## src/rtl/cascaded_dff_pkg.sv

```systemverilog
// Shared constants for the cascaded_dff serial-in, parallel-out shift register.
// The optional serial-out tap is enabled by defining CASCADED_DFF_SOUT_EN.
package cascaded_dff_pkg;

    // Default number of cascaded stages (one LED bank worth of bits).
    localparam int CASCADED_DFF_DEF_WIDTH = 8;

    // Value every stage takes on reset; the full-word reset value is built from it.
    localparam logic CASCADED_DFF_RESET_BIT = 1'b0;

    // Builds a full-width reset word from the per-stage reset bit.
    function automatic logic [CASCADED_DFF_DEF_WIDTH-1:0] cascaded_dff_def_reset_val();
        return {CASCADED_DFF_DEF_WIDTH{CASCADED_DFF_RESET_BIT}};
    endfunction

endpackage

```

## src/rtl/cascaded_dff_stage.sv

```systemverilog
// Single D flip-flop stage with synchronous active-high reset to a
// per-stage reset value. Used as the building block of cascaded_dff.
// Not affected by CASCADED_DFF_SOUT_EN.
module dff_stage
    import cascaded_dff_pkg::*;
(
    input  logic CLK,
    input  logic RESET,
    input  logic D,
    input  logic RST_VAL,
    output logic Q
);

    // Capture D on every rising edge, or load the reset value when RESET is high.
    always_ff @(posedge CLK) begin
        if (RESET) begin
            Q <= RST_VAL;
        end else begin
            Q <= D;
        end
    end

endmodule

```

## src/rtl/cascaded_dff.sv

```systemverilog
// Serial-in, parallel-out shift register built from a chain of dff_stage
// flip-flops. New bits enter at Q[WIDTH-1] and move toward Q[0], so after
// WIDTH edges the first bit applied sits in Q[0].
// Defining CASCADED_DFF_SOUT_EN adds a DATA_OUT port equal to Q[0], a
// serial-out tap for chaining instances.
module cascaded_dff
    import cascaded_dff_pkg::*;
#(
    parameter int               WIDTH     = CASCADED_DFF_DEF_WIDTH,
    parameter logic [WIDTH-1:0] RESET_VAL = {WIDTH{CASCADED_DFF_RESET_BIT}}
) (
    input  logic             CLK,
    input  logic             RESET,
    input  logic             DATA_IN,
`ifdef CASCADED_DFF_SOUT_EN
    output logic             DATA_OUT,
`endif
    output logic [WIDTH-1:0] Q
);

    // D input of each stage: the top stage takes the serial input, every
    // other stage takes the output of the stage above it.
    logic [WIDTH-1:0] stage_d;

    assign stage_d = {DATA_IN, Q[WIDTH-1:1]};

    for (genvar i = 0; i < WIDTH; i++) begin : g_stage
        dff_stage u_stage (
            .CLK     (CLK),
            .RESET   (RESET),
            .D       (stage_d[i]),
            .RST_VAL (RESET_VAL[i]),
            .Q       (Q[i])
        );
    end

`ifdef CASCADED_DFF_SOUT_EN
    // The oldest bit doubles as the serial output for the next instance.
    assign DATA_OUT = Q[0];
`endif

endmodule

```

## config.mk

```make
export PLATFORM = sky130hd
export DESIGN_NAME = cascaded_dff
export DESIGN_NICKNAME = d
export VERILOG_FILES = /design/src/rtl/cascaded_dff_pkg.sv /design/src/rtl/cascaded_dff_stage.sv /design/src/rtl/cascaded_dff.sv
export SDC_FILE = /design/constraint.sdc
export NUM_CORES = 1
export LEC_CHECK = 0
export CAP_MARGIN = 30
export CORE_AREA = 2 2 39 41
export CTS_CLUSTER_DIAMETER = 200
export DETAILED_ROUTE_END_ITERATION = 6
export DIE_AREA = 0 0 41 43
export SETUP_SLACK_MARGIN = 0.15
export SLEW_MARGIN = 10
export SYNTH_ARGS = -nofsm -noshare
export SYNTH_HDL_FRONTEND = slang
export SYNTH_SLANG_ARGS = --single-unit
```

## constraint.sdc

```tcl
create_clock -name CLK -period 0.8 [get_ports CLK]
set_input_delay 0.12 -clock CLK [delete_from_list [all_inputs] [get_ports CLK]]
set_output_delay 0.12 -clock CLK [all_outputs]
set_load 0.01 [all_outputs]
```

==> flow_summary_export.csv, run 1 <==
group,metric,value,unit
outcome,status,"completed",
yosys,synthCells,24,
clocking,cts_made_buffers,3,
route,routed-wl-met2,218,um
setup_path,crit_fanout,2,
setup_path,reg2reg_slack,240,ps
power,peakVddDrop,0.9649,mV
yosys,synth_top_flop_cell,"dfxtp_1",
setup_path,slowest_stage,"dfxtp_2",
yosys,ys_seq_area_share,59.26,%
finish,n_antenna_cell,0,
floorplan,fp.coreArea,0.001384,sq mm
setup_path,crit_buf_inv,1,
yosys,yosys.area_share.adder,0,%
route,antenna_left,0,
finish,largest_reg_flops,8,
yosys,synth_cell_types,3,
placement,gp_congestion,0.5528,
placement,dpl_cell_area,330.3,sq um
finish,post-route-cell-area,364.1,sq um
route,vias_per_cell,3.489,
timing,setup_viol,0,
power,leakagePower,0.1577,nW
setup_path,cp-start-kind,"flop",
floorplan,fp-row-count,14,
finish,layout-drive-gt1-share,62.07,%
yosys,yosysTopAreaCell,"dfxtp_1",
yosys,synth_top_family_by_area,"buffers and inverters",
yosys,syn_avg_cell_area,11.26,sq um
floorplan,dieArea,0.001763,sq mm
finish,nets,34,
floorplan,fp.dieW,41,um
setup_path,critPathTopFamily,"flip-flops",
setup_path,end_kind,"output port",
route,drc,0,
yosys,synth_common_cells,"buf_4 (8), dfxtp_1 (8), nor2b_1 (8)",
setup_path,critical_path_class,"reg -> out",
yosys,yosys-mux-area-fraction,0,%
clocking,cts_sinks,8,
timing,clock_skew,0.2320,ps
setup_path,slowest_delay,320,ps
setup_path,cp.required,680,ps
yosys,synth-compound-area-share,0,%
route,drtIter0Drc,0,
yosys,syn-cell-area,270.3,sq um
yosys,synth-seq-cells,8,
yosys,yosys-top-cells-area,"dfxtp_1 (59%), buf_4 (22%), nor2b_1 (19%)",
clocking,cts_root_buf,"clkbuf_4",
yosys,syn_nets,27,
clocking,cts_hold_buf,0,
timing,max_slew_margin,81.80,%
setup_path,path_cells,"buf_6",
floorplan,ios,11,
route,top_layer,"met3",
yosys,yosys.area_share.simple,18.52,%
placement,numPortBuffers,10,
timing,period_minus_slack,796.3,ps
hold_path,min-delay-path-class,"in -> reg",
finish,area_delta_synth_final,34.72,%
grt,grt_max_degree,9,
power,power.total,0.7493,mW
clocking,path_clk_slew,50,ps
grt,antenna_found_initial,0,
timing,fin_setup_tns,0,ps
clocking,clk_latency,240,ps
route,drt-met1-wl,139,um
grt,overflow,0,
grt,grtUsageTotal,5.740,%
route,postRouteWirelength,396,um
route,drt_pass1_iterations,1,
route,vias,157,
timing,max_slew.worst_pin.slew,273.0,ps
yosys,synth_top_area_share,59.26,%
placement,dp.cells,42,
yosys,synthXorXnorAreaFrac,0,%
route,wl_met3,37,um
clocking,htreeDepth,1,
yosys,synth_async_sr_flop_share,0,%
finish,top_register,"g_stage.u_stage.Q",
yosys,ys.warnings.count,0,
grt,grt_pass1_vias,143,
timing,rsz0062_at_grt,"true",
finish,reg.largest.list,"g_stage.u_stage.Q (8)",
floorplan,die_h,43,um
timing,finalCritPeriodShare,99.53,%
yosys,synth_edf_count,0,
timing,fmax,1.256,GHz
floorplan,start_util,19.53,%
job,maxCapViolations,0,
grt,grt_first_pass_wirelength,586,um
timing,finalMaxSlewViolations,0,
finish,stdcell_count,45,
clocking,cts_tree,"yes",
power,cellPowerDensity,2058,mW/mm^2
setup_path,cp_data_arrival_time,680,ps
timing,timing.final.hold_violations,0,
route,wl_per_cell,8.800,um
clocking,clock_path_buffers,2,
==> power breakdown <==
part           total, mW  switching [mW]  internal (mW)
clock network      0.297           0.126          0.171
logic             0.0389          0.0144         0.0246
registers          0.413         0.00476          0.408
==> per-stage QoR <==
step / utilization (%) / setup slack [ps] / hold slack [ps]
2_1_floorplan: - / 268.9 / 191.6
3_3_place_gp: 23.87 / -180.5 / 446.7
3_5_place_dp: 23.87 / -174.7 / 451.0
4_1_cts: 25.23 / -16.02 / 348.5
5_1_grt: 26.31 / -30.88 / 385.7
6_report: 26.31 / 3.728 / 345.4
==> cell usage in the layout, fill, tap and decap left out <==
master and n:
buf_6 7, clkdlybuf4s50_1 1, nor2b_1 8, dfxtp_1 1
dfxtp_2 7, buf_2 1, clkbuf_4 3, dlygate4sd2_1 1
==> logic make-up (layout without fill, tap and decap cells) <==
group | after synthesis | in the layout
buf+inv | 8 | 13
flops | 8 | 8
simple gates | 8 | 8
==> repair_timing <==
| item | CTS | global route |
|---|---|---|
| setup buffers | 0 | 0 |
| endpoints found under the setup margin | 16 | 8 |
| gates resized for setup | 43 | 4 |
==> layer usage <==
metal / track usage [%] / vias up
li1: - / 76
met1: 5.195 / 74
met2: 7.187 / 7
met3: 4.712 / 0
met4: 6.000 / 0
met5: 0 / -
==> area by class of cell <==
class                           instances  area, sq um
Fill cell                             147         1020
Sequential cell                         8        168.9
Timing Repair Buffer                   10        102.6
Multi-Input combinational cell          8        50.05
Clock buffer                            3        22.52
Tap cell                               16        20.02
==> path summary, 6_finish.rpt <==
kind         cells past startpoint              endpoint                 start
max                              1                  Q[5]  g_stage[5].u_stage.Q
min                              2  g_stage[3].u_stage.Q                 RESET
max reg2reg                      1  g_stage[1].u_stage.Q  g_stage[2].u_stage.Q
min reg2reg                      1  g_stage[3].u_stage.Q  g_stage[4].u_stage.Q
Power figures use the tool's default switching activity.
==> run 2, diff against run 1 <==
==> constraint.sdc (replaced) <==
create_clock -name CLK -period 0.9 [get_ports CLK]
set_input_delay 0.135 -clock CLK [delete_from_list [all_inputs] [get_ports CLK]]
set_output_delay 0.135 -clock CLK [all_outputs]
set_load 0.1 [all_outputs]
==> flow_summary_export.csv, run 2 (synthesized netlist as in run 1, its figures left out) <==
group,metric,value,unit
setup_path,slowest_delay,350,ps
grt,overflow,0,
route,antenna_left,0,
floorplan,start_util,19.53,%
timing,max_slew.worst_pin.slew,262.2,ps
grt,antenna_found_initial,0,
power,switching_share,23.80,%
hold_path,whs_path_depth,2,
clocking,clk_latency,240,ps
clocking,cts_root_buf,"clkbuf_4",
clocking,htreeDepth,1,
route,drc,0,
power,p_comb_share,13.4,%
outcome,status,"finished with violations",
route,vias,152,
finish,post-route-cell-area,445.4,sq um
setup_path,cp_data_arrival_time,770,ps
finish,n_antenna_cell,0,
timing,finalMaxSlewViolations,0,
setup_path,critical_path_class,"reg -> out",
grt,grt_max_degree,9,
placement,numPortBuffers,10,
finish,area_delta_synth_final,64.81,%
setup_path,cp.required,760,ps
floorplan,die_h,43,um
grt,gr-usage-met2,7.187,%
placement,gp_congestion,0.5832,
setup_path,worstReg2RegStart,"g_stage[3].u_stage.Q",
floorplan,fp.coreArea,0.001384,sq mm
floorplan,dieArea,0.001763,sq mm
timing,finalCritPeriodShare,100.2,%
job,maxCapViolations,0,
hold_path,worstHoldEndpoint,"g_stage[0].u_stage.Q",
floorplan,fp.dieW,41,um
timing,max_slew_margin,82.49,%
power,p_int,0.5522,mW
power,p_switching,0.1725,mW
finish,reg.largest.list,"g_stage.u_stage.Q (8)",
setup_path,reg2reg_depth,1,
grt,grt-busiest-layer,"met3",
route,vias_per_cell,3.378,
setup_path,path_cells,"buf_12",
outcome,violations,"negative setup slack",
setup_path,critPathTopFamily,"flip-flops",
route,postRouteWirelength,346,um
timing,setup_viol,1,
power,peakVddDrop,0.9182,mV
placement,dpl_cell_area,410.4,sq um
setup_path,r2r-end,"g_stage[2].u_stage.Q",
setup_path,end_kind,"output port",
route,drtIter0Drc,1,
timing,fin_hold_ws,228.4,ps
grt,use_met1,4.886,%
timing,timing.final.hold_violations,0,
floorplan,ios,11,
power,cellPowerDensity,1627,mW/mm^2
timing,setup_ws,-1.468,ps
finish,top_register,"g_stage.u_stage.Q",
placement,dp.cells,42,
power,power.share.clock,35.5,%
hold_path,min-delay-path-class,"in -> reg",
setup_path,crit_buf_inv,1,
power,seq_power_share,51.1,%
setup_path,cp-start-kind,"flop",
setup_path,crit_fanout,2,
clocking,cts_tree,"yes",
grt,grt_pass1_vias,133,
timing,clock_skew,1.121,ps
setup_path,reg2reg_slack,320,ps
timing,fmax,1.109,GHz
finish,largest_reg_flops,8,
finish,fillers,135,
clocking,cts_sinks,8,
grt,grt_first_pass_wirelength,579,um
setup_path,slowest_stage,"dfxtp_2",
grt,use_met3,7.853,%
route,drt_pass1_iterations,2,
finish,layout-drive-gt1-share,65.52,%
clocking,clock_path_buffers,2,
timing,rsz0062_at_grt,"true",
hold_path,min-delay-start,"RESET",
clocking,path_clk_slew,50,ps
route,wl_per_cell,7.689,um
grt,grtUsageTotal,5.645,%
finish,nets,34,
finish,stdcell_count,45,
placement,dp_hpwl,278.7,um
clocking,cts_made_buffers,3,
floorplan,fp-row-count,14,
finish,final_cell_mix,"nor2b_1 (8), dfxtp_2 (8), buf_12 (8)",
timing,period_minus_slack,901.5,ps
power,leakagePower,0.1837,nW
-- run 2: cell count changes in the layout (fill, tap and decap cells not counted), sizes merged --
cell          change
dlymetal6s2s      +1
dlygate4sd2       -1
-- run 2: repair_timing --
action / in CTS / in global routing
gates resized for setup: 8 / 1
setup buffers: 0 / 0
hold endpoints to repair: 0 / 0
endpoints found under the setup margin: 8 / 16
hold buffers: 0 / 0
-- run 2: through the flow --
stage | setup slack, ps | util, % | power, mW | TNS [ps]
finish | -1.468 | 32.19 | 0.7247 | -1.468
global route | -34.19 | 32.19 | 0.7513 | -147.3
CTS | -14.99 | 32.01 | 0.7430 | -71.54
detailed placement | -80.71 | 29.66 | 0.4742 | -517.2
global placement | -56.76 | 29.66 | 0.4736 | -385.1
floorplan | 190.9 | - | 0.4379 | 0
-- run 2: worst max path at each step --
stage / to / depth (start not counted) / startpoint
after CTS: Q[2] / 1 / g_stage[2].u_stage.Q
after global routing: Q[5] / 1 / g_stage[5].u_stage.Q
after detailed placement: g_stage[2].u_stage.Q / 2 / RESET
after global placement: g_stage[5].u_stage.Q / 2 / RESET
after floorplan: Q[1] / 1 / g_stage[1].u_stage.Q
final: Q[2] / 1 / g_stage[2].u_stage.Q
-- run 2: cell type report --
class                      count  area [sq um]  share of cell area [%]
clock buffer                   3         22.52                   5.056
multi-input combinational      8         50.05                   11.24
timing repair buffer          10         182.7                   41.01
tap                           16         20.02                   4.494
sequential                     8         170.2                   38.20
-- run 2: power groups by stage --
stage               logic [mW]  clock network, mW  registers, mW
detailed placement      0.0981                  0          0.376
finish                  0.0970              0.257          0.370
floorplan               0.0667                  0          0.371
CTS                     0.0984              0.275          0.370
global placement        0.0976                  0          0.376
global route             0.101              0.280          0.371
-- run 2: metal layers --
| metal | part of all wire (%) | vias up |
|---|---|---|
| li1 | - | 74 |
| met1 | 34 | 69 |
| met2 | 54 | 9 |
| met3 | 12 | 0 |
| met4 | 0 | 0 |
| met5 | 0 | - |
